`config.mk`:
```
export PLATFORM = sky130hd
export DESIGN_NAME = wb_master_seq
export DESIGN_NICKNAME = d
export VERILOG_FILES = /design/src/rtl/wb_master_seq.sv
export SDC_FILE = /design/constraint.sdc
export NUM_CORES = 1
export LEC_CHECK = 0
export CORE_ASPECT_RATIO = 0.8
export CORE_MARGIN = 4
export CORE_UTILIZATION = 33
export DETAILED_ROUTE_END_ITERATION = 16
export DONT_BUFFER_PORTS = 1
export GPL_ROUTABILITY_DRIVEN = 0
export PLACE_DENSITY_LB_ADDON = 0.15
export REMOVE_ABC_BUFFERS = 1
export SYNTH_ARGS = -nofsm -noshare
export SYNTH_HDL_FRONTEND = slang
export SYNTH_SLANG_ARGS = --single-unit
```
`constraint.sdc`:
```
create_clock -name wb_clk_i -period 2.25 [get_ports wb_clk_i]
set_input_delay 0.45 -clock wb_clk_i [delete_from_list [all_inputs] [get_ports wb_clk_i]]
set_output_delay 0.45 -clock wb_clk_i [all_outputs]
set_load 0.01 [all_outputs]
```
`src/rtl/wb_master_seq.sv`:
```
// -----------------------------------------------------------------------------
// wb_master_seq
// Single-outstanding Wishbone classic master. Turns one command handshake
// into exactly one Wishbone cycle and returns the result through a response
// handshake. A wait counter bounds every cycle: if the slave does not
// acknowledge within TIMEOUT cycles, the cycle is dropped and an error
// response carrying ERR_DATA is returned.
//
// Parameters
//   TIMEOUT   maximum number of bus cycles stb stays high (2..255)
//   ERR_DATA  rsp_dat value returned on a timed-out transaction
//
// Ports
//   wb_clk_i, wb_rst_ni          clock (rising edge), async active-low reset
//   cmd_valid/cmd_ready          command handshake
//   cmd_we/adr/dat/sel           command fields (1 = write)
//   rsp_valid/rsp_ready          response handshake
//   rsp_dat, rsp_err             read data (0 for writes, ERR_DATA on timeout)
//   wbm_cyc_o .. wbm_dat_o       Wishbone master outputs (all registered)
//   wbm_dat_i, wbm_ack_i         Wishbone slave read data and acknowledge
// -----------------------------------------------------------------------------
module wb_master_seq #(
  parameter int unsigned TIMEOUT  = 16,
  parameter logic [31:0] ERR_DATA = 32'hDEAD_BEEF
) (
  input  logic        wb_clk_i,
  input  logic        wb_rst_ni,
  input  logic        cmd_valid,
  output logic        cmd_ready,
  input  logic        cmd_we,
  input  logic [31:0] cmd_adr,
  input  logic [31:0] cmd_dat,
  input  logic [3:0]  cmd_sel,
  output logic        rsp_valid,
  input  logic        rsp_ready,
  output logic [31:0] rsp_dat,
  output logic        rsp_err,
  output logic        wbm_cyc_o,
  output logic        wbm_stb_o,
  output logic        wbm_we_o,
  output logic [3:0]  wbm_sel_o,
  output logic [31:0] wbm_adr_o,
  output logic [31:0] wbm_dat_o,
  input  logic [31:0] wbm_dat_i,
  input  logic        wbm_ack_i
);

  typedef enum logic [1:0] {
    ST_IDLE = 2'd0,
    ST_BUS  = 2'd1,
    ST_RESP = 2'd2
  } state_t;

  // Counter value on the last allowed wait cycle; the counter starts at 0 on
  // the accept edge, so stb is high for exactly TIMEOUT cycles on a timeout.
  localparam logic [7:0] LP_CNT_LAST = 8'(TIMEOUT - 32'd1);

  state_t      r_state;
  logic [7:0]  r_cnt;
  logic        r_cmd_ready;
  logic        r_rsp_valid;
  logic [31:0] r_rsp_dat;
  logic        r_rsp_err;
  logic        r_cyc;
  logic        r_stb;
  logic        r_we;
  logic [3:0]  r_sel;
  logic [31:0] r_adr;
  logic [31:0] r_dat_o;

  assign cmd_ready = r_cmd_ready;
  assign rsp_valid = r_rsp_valid;
  assign rsp_dat   = r_rsp_dat;
  assign rsp_err   = r_rsp_err;
  assign wbm_cyc_o = r_cyc;
  assign wbm_stb_o = r_stb;
  assign wbm_we_o  = r_we;
  assign wbm_sel_o = r_sel;
  assign wbm_adr_o = r_adr;
  assign wbm_dat_o = r_dat_o;

  // Transaction sequencer: state, wait counter and every registered output.
  always_ff @(posedge wb_clk_i or negedge wb_rst_ni) begin
    if (!wb_rst_ni) begin
      r_state     <= ST_IDLE;
      r_cnt       <= 8'd0;
      r_cmd_ready <= 1'b1;
      r_rsp_valid <= 1'b0;
      r_rsp_dat   <= 32'd0;
      r_rsp_err   <= 1'b0;
      r_cyc       <= 1'b0;
      r_stb       <= 1'b0;
      r_we        <= 1'b0;
      r_sel       <= 4'd0;
      r_adr       <= 32'd0;
      r_dat_o     <= 32'd0;
    end else begin
      case (r_state)
        ST_IDLE: begin
          if (cmd_valid && r_cmd_ready) begin
            r_we        <= cmd_we;
            r_adr       <= cmd_adr;
            r_dat_o     <= cmd_dat;
            r_sel       <= cmd_sel;
            r_cyc       <= 1'b1;
            r_stb       <= 1'b1;
            r_cnt       <= 8'd0;
            r_cmd_ready <= 1'b0;
            r_state     <= ST_BUS;
          end else begin
            r_cmd_ready <= 1'b1;
          end
        end
        ST_BUS: begin
          // Ack is checked first so an ack on the final wait cycle wins.
          if (wbm_ack_i) begin
            r_cyc     <= 1'b0;
            r_stb     <= 1'b0;
            r_rsp_dat <= r_we ? 32'd0 : wbm_dat_i;
            r_rsp_err <= 1'b0;
            r_state   <= ST_RESP;
          end else if (r_cnt == LP_CNT_LAST) begin
            r_cyc     <= 1'b0;
            r_stb     <= 1'b0;
            r_rsp_dat <= ERR_DATA;
            r_rsp_err <= 1'b1;
            r_state   <= ST_RESP;
          end else begin
            r_cnt <= r_cnt + 8'd1;
          end
        end
        ST_RESP: begin
          // rsp_valid rises one edge after entering RESP; the handshake is
          // only honoured once it is visible to the consumer.
          if (!r_rsp_valid) begin
            r_rsp_valid <= 1'b1;
          end else if (rsp_ready) begin
            r_rsp_valid <= 1'b0;
            r_cmd_ready <= 1'b1;
            r_state     <= ST_IDLE;
          end else begin
            r_rsp_valid <= 1'b1;
          end
        end
        default: begin
          r_state     <= ST_IDLE;
          r_cyc       <= 1'b0;
          r_stb       <= 1'b0;
          r_rsp_valid <= 1'b0;
          r_cmd_ready <= 1'b1;
        end
      endcase
    end
  end

endmodule

```
==> metrics.yaml <==
sta:
  skew_ns: 0.00953
  tightest_slew_ns: 0.786
  hold_ws_ns: -0.259
  fin_crit_ns: 1.95
  setup_tns_ns: 0
  finalCritPeriodShare: 0.868
  finalSetupViolations: 0
  rsz0062_at_grt: "no"
  relSlewSlack: 0.476
  max_freq_mhz: 512
  hold_viol_final: 114
  drv_slew: 0
route:
  topRoutingLayerUsed: "met4"
  drt-initial-drc-count: 96
  ant_nets: 0
  wl_per_cell_um: 19.8
  drt_wl_total_um: 10400
  wl_met1_um: 4160
  firstDrtPassIters: 4
  routed-wl-met2_um: 5180
  viasPerCell: 5.02
  wl_met3_um: 969
  route.detailed.drc: 0
  vias: 2649
layout:
  stdcell_count: 528
  register_area_mm2: 0.00288
  areaGrowthSynthToFinish_pct: 15.1
  num-fill-cells: 1293
  layout_commonest_cell: "dfrtp_1"
  final_nets: 445
  drive_gt1_frac: 0.313
  mostFrequentLayoutCells: "114 x dfrtp_1, 70 x mux2_2, 21 x nand3_1, 20 x nand2b_1, 18 x o21a_1"
  multi_input_comb_area_mm2: 0.00164
  antenna_cells: 0
synthesis:
  synth-seq-cells: 115
  async_reset_ff_frac: 1.00
  ys_types: 36
  syn_inst: 336
  netlist_area_mm2: 0.00464
  yosysWarnings: 0
  syn_area_per_cell_um2: 13.8
  ys.flop_type: "dfrtp_1"
  synth_edf_count: 0
  ys_seq_area_frac: 0.621
global_route:
  grtUsageTotal: 0.133
  grt_remaining_overflow: 0
  grt_max_degree: 116
  grt_pass1_wl_um: 16300
  antenna_found_initial: 0
  grt_pass1_vias: 2809
clocking:
  clkTransAtPathRegs_ns: 0.05
  htree_levels: 4
  cts_tree: "done"
  clk_latency_ns: 0.41
  clock-sinks: 115
  cts_resized: 0
  post_cts_buffers: 0
  cts_root_buf: "clkbuf_16"
  cts_buffers: 17
  cts_max_path_buffers: 2
pwr:
  p_leak_nw: 2.20
  peakVddDrop_uv: 642
  powerDensity_mw_per_mm2: 1610
  total_power_w: 0.00860
placement:
  dp.cells: 499
  place_hpwl_um: 7360
  port_buffers: 0
floorplanning:
  rows: 38
  die_y_um: 114
  die_width_um: 141
  io_pins: 212
  core_region_area_mm2: 0.0136
  start_util: 0.340
  dieArea_mm2: 0.0160
worst_setup_path:
  worst-path-max-fanout: 24
  endpoint_kind: "flop"
  critPathKind: "reg2reg"
  startpoint_type: "flop"
  required_ns: 2.59
  crit_arrival_ns: 2.30
job:
  drv_cap: 0
outcome:
  outcome: "finished with violations"
  violations: "hold timing"
hold_path:
  hold_path_class: "in2async"
## layout make-up
cell class,count,share of cell area
clock buffer,25,0.0928
multi-input combinational,198,0.308
sequential,115,0.539
timing repair buffer,3,0.00656
clock inverter,4,0.00937
tap,180,0.0422
inverter,3,0.00211
## registers in the layout, indices dropped and copies added, names as in the netlist, 2 cells and up
register / cells
r_cnt: 8
r_state: 2
rsp_dat: 32
wbm_adr_o: 32
wbm_dat_o: 32
wbm_sel_o: 4
## per-stage QoR
| stage | util | setup WS (ns) | instance area (um^2) |
|---|---|---|---|
| after detailed placement | 0.351 | 0.277 | 4790 |
| after CTS | 0.391 | 0.266 | 5340 |
| after global placement | 0.351 | 0.315 | 4790 |
| final | 0.391 | 0.298 | 5340 |
| after global routing | 0.391 | 0.168 | 5340 |
| after floorplan | - | -0.501 | 4530 |
## per-layer routing
| layer | track usage | vias up |
|---|---|---|
| met5 | 0 | - |
| met4 | 0.0445 | 0 |
| met3 | 0.0767 | 12 |
| met2 | 0.201 | 105 |
| met1 | 0.161 | 1333 |
| li1 | - | 1199 |
## where the power goes
part | internal (W) | switching, W | total [W]
clock network | 0.00161 | 0.000855 | 0.00247
registers | 0.00306 | 0.00128 | 0.00434
logic | 0.00110 | 0.000689 | 0.00179
## logic make-up after synthesis
family	after synthesis	synth area share
mux	70	0.170
flops	115	0.621
compound gates	56	0.0933
fa+ha+maj	1	0.00270
buf+inv	23	0.0259
simple gates	71	0.0874
## final timing paths
path                                            from                         to  slack, ns  cells after the start
worst max-delay path            r_cnt[4]$_DFFE_PN0P_     rsp_dat[2]$_DFFE_PN0P_       0.30                      4
worst min-delay path                       wb_rst_ni  wbm_adr_o[21]$_DFFE_PN0P_      -0.26                      0
worst max register to register  r_cnt[4]$_DFFE_PN0P_     rsp_dat[2]$_DFFE_PN0P_       0.30                      4
worst min register to register  r_cnt[3]$_DFFE_PN0P_       r_cnt[3]$_DFFE_PN0P_       0.53                      1
max in group asynchronous                  wb_rst_ni      cmd_ready$_DFFE_PN1P_       2.21                      0
min in group wb_clk_i                      wbm_ack_i        rsp_err$_DFFE_PN0P_       0.13                      1
## critical path: stages, from the launching register on
cell	delay (ns)
dfrtp_1	0.43
or4_4	0.56
nor2_2	0.21
o21a_2	0.48
o22a_1	0.21
## synthesized netlist by cell type (2+ instances only)
| cell type | n | area share |
|---|---|---|
| nand2b_1 | 20 | 0.027 |
| a21oi_2 | 3 | 0.0057 |
| o31ai_1 | 3 | 0.0049 |
| buf_4 | 2 | 0.0032 |
| inv_1 | 3 | 0.0024 |
| a22o_1 | 8 | 0.015 |
| mux2_2 | 70 | 0.17 |
| a21oi_1 | 3 | 0.0032 |
| clkbuf_1 | 7 | 0.0057 |
| nand3_1 | 21 | 0.023 |
| nor2b_1 | 7 | 0.0094 |
| o22a_1 | 7 | 0.013 |
| or3_1 | 3 | 0.0040 |
| dfrtp_1 | 114 | 0.62 |
| o21ai_0 | 3 | 0.0032 |
| buf_6 | 2 | 0.0049 |
| buf_2 | 9 | 0.0097 |
| nand2_1 | 8 | 0.0065 |
| o21ai_1 | 7 | 0.0076 |
| nor2_1 | 3 | 0.0024 |
| o21a_1 | 18 | 0.029 |
(Power assumes the default switching activity.)
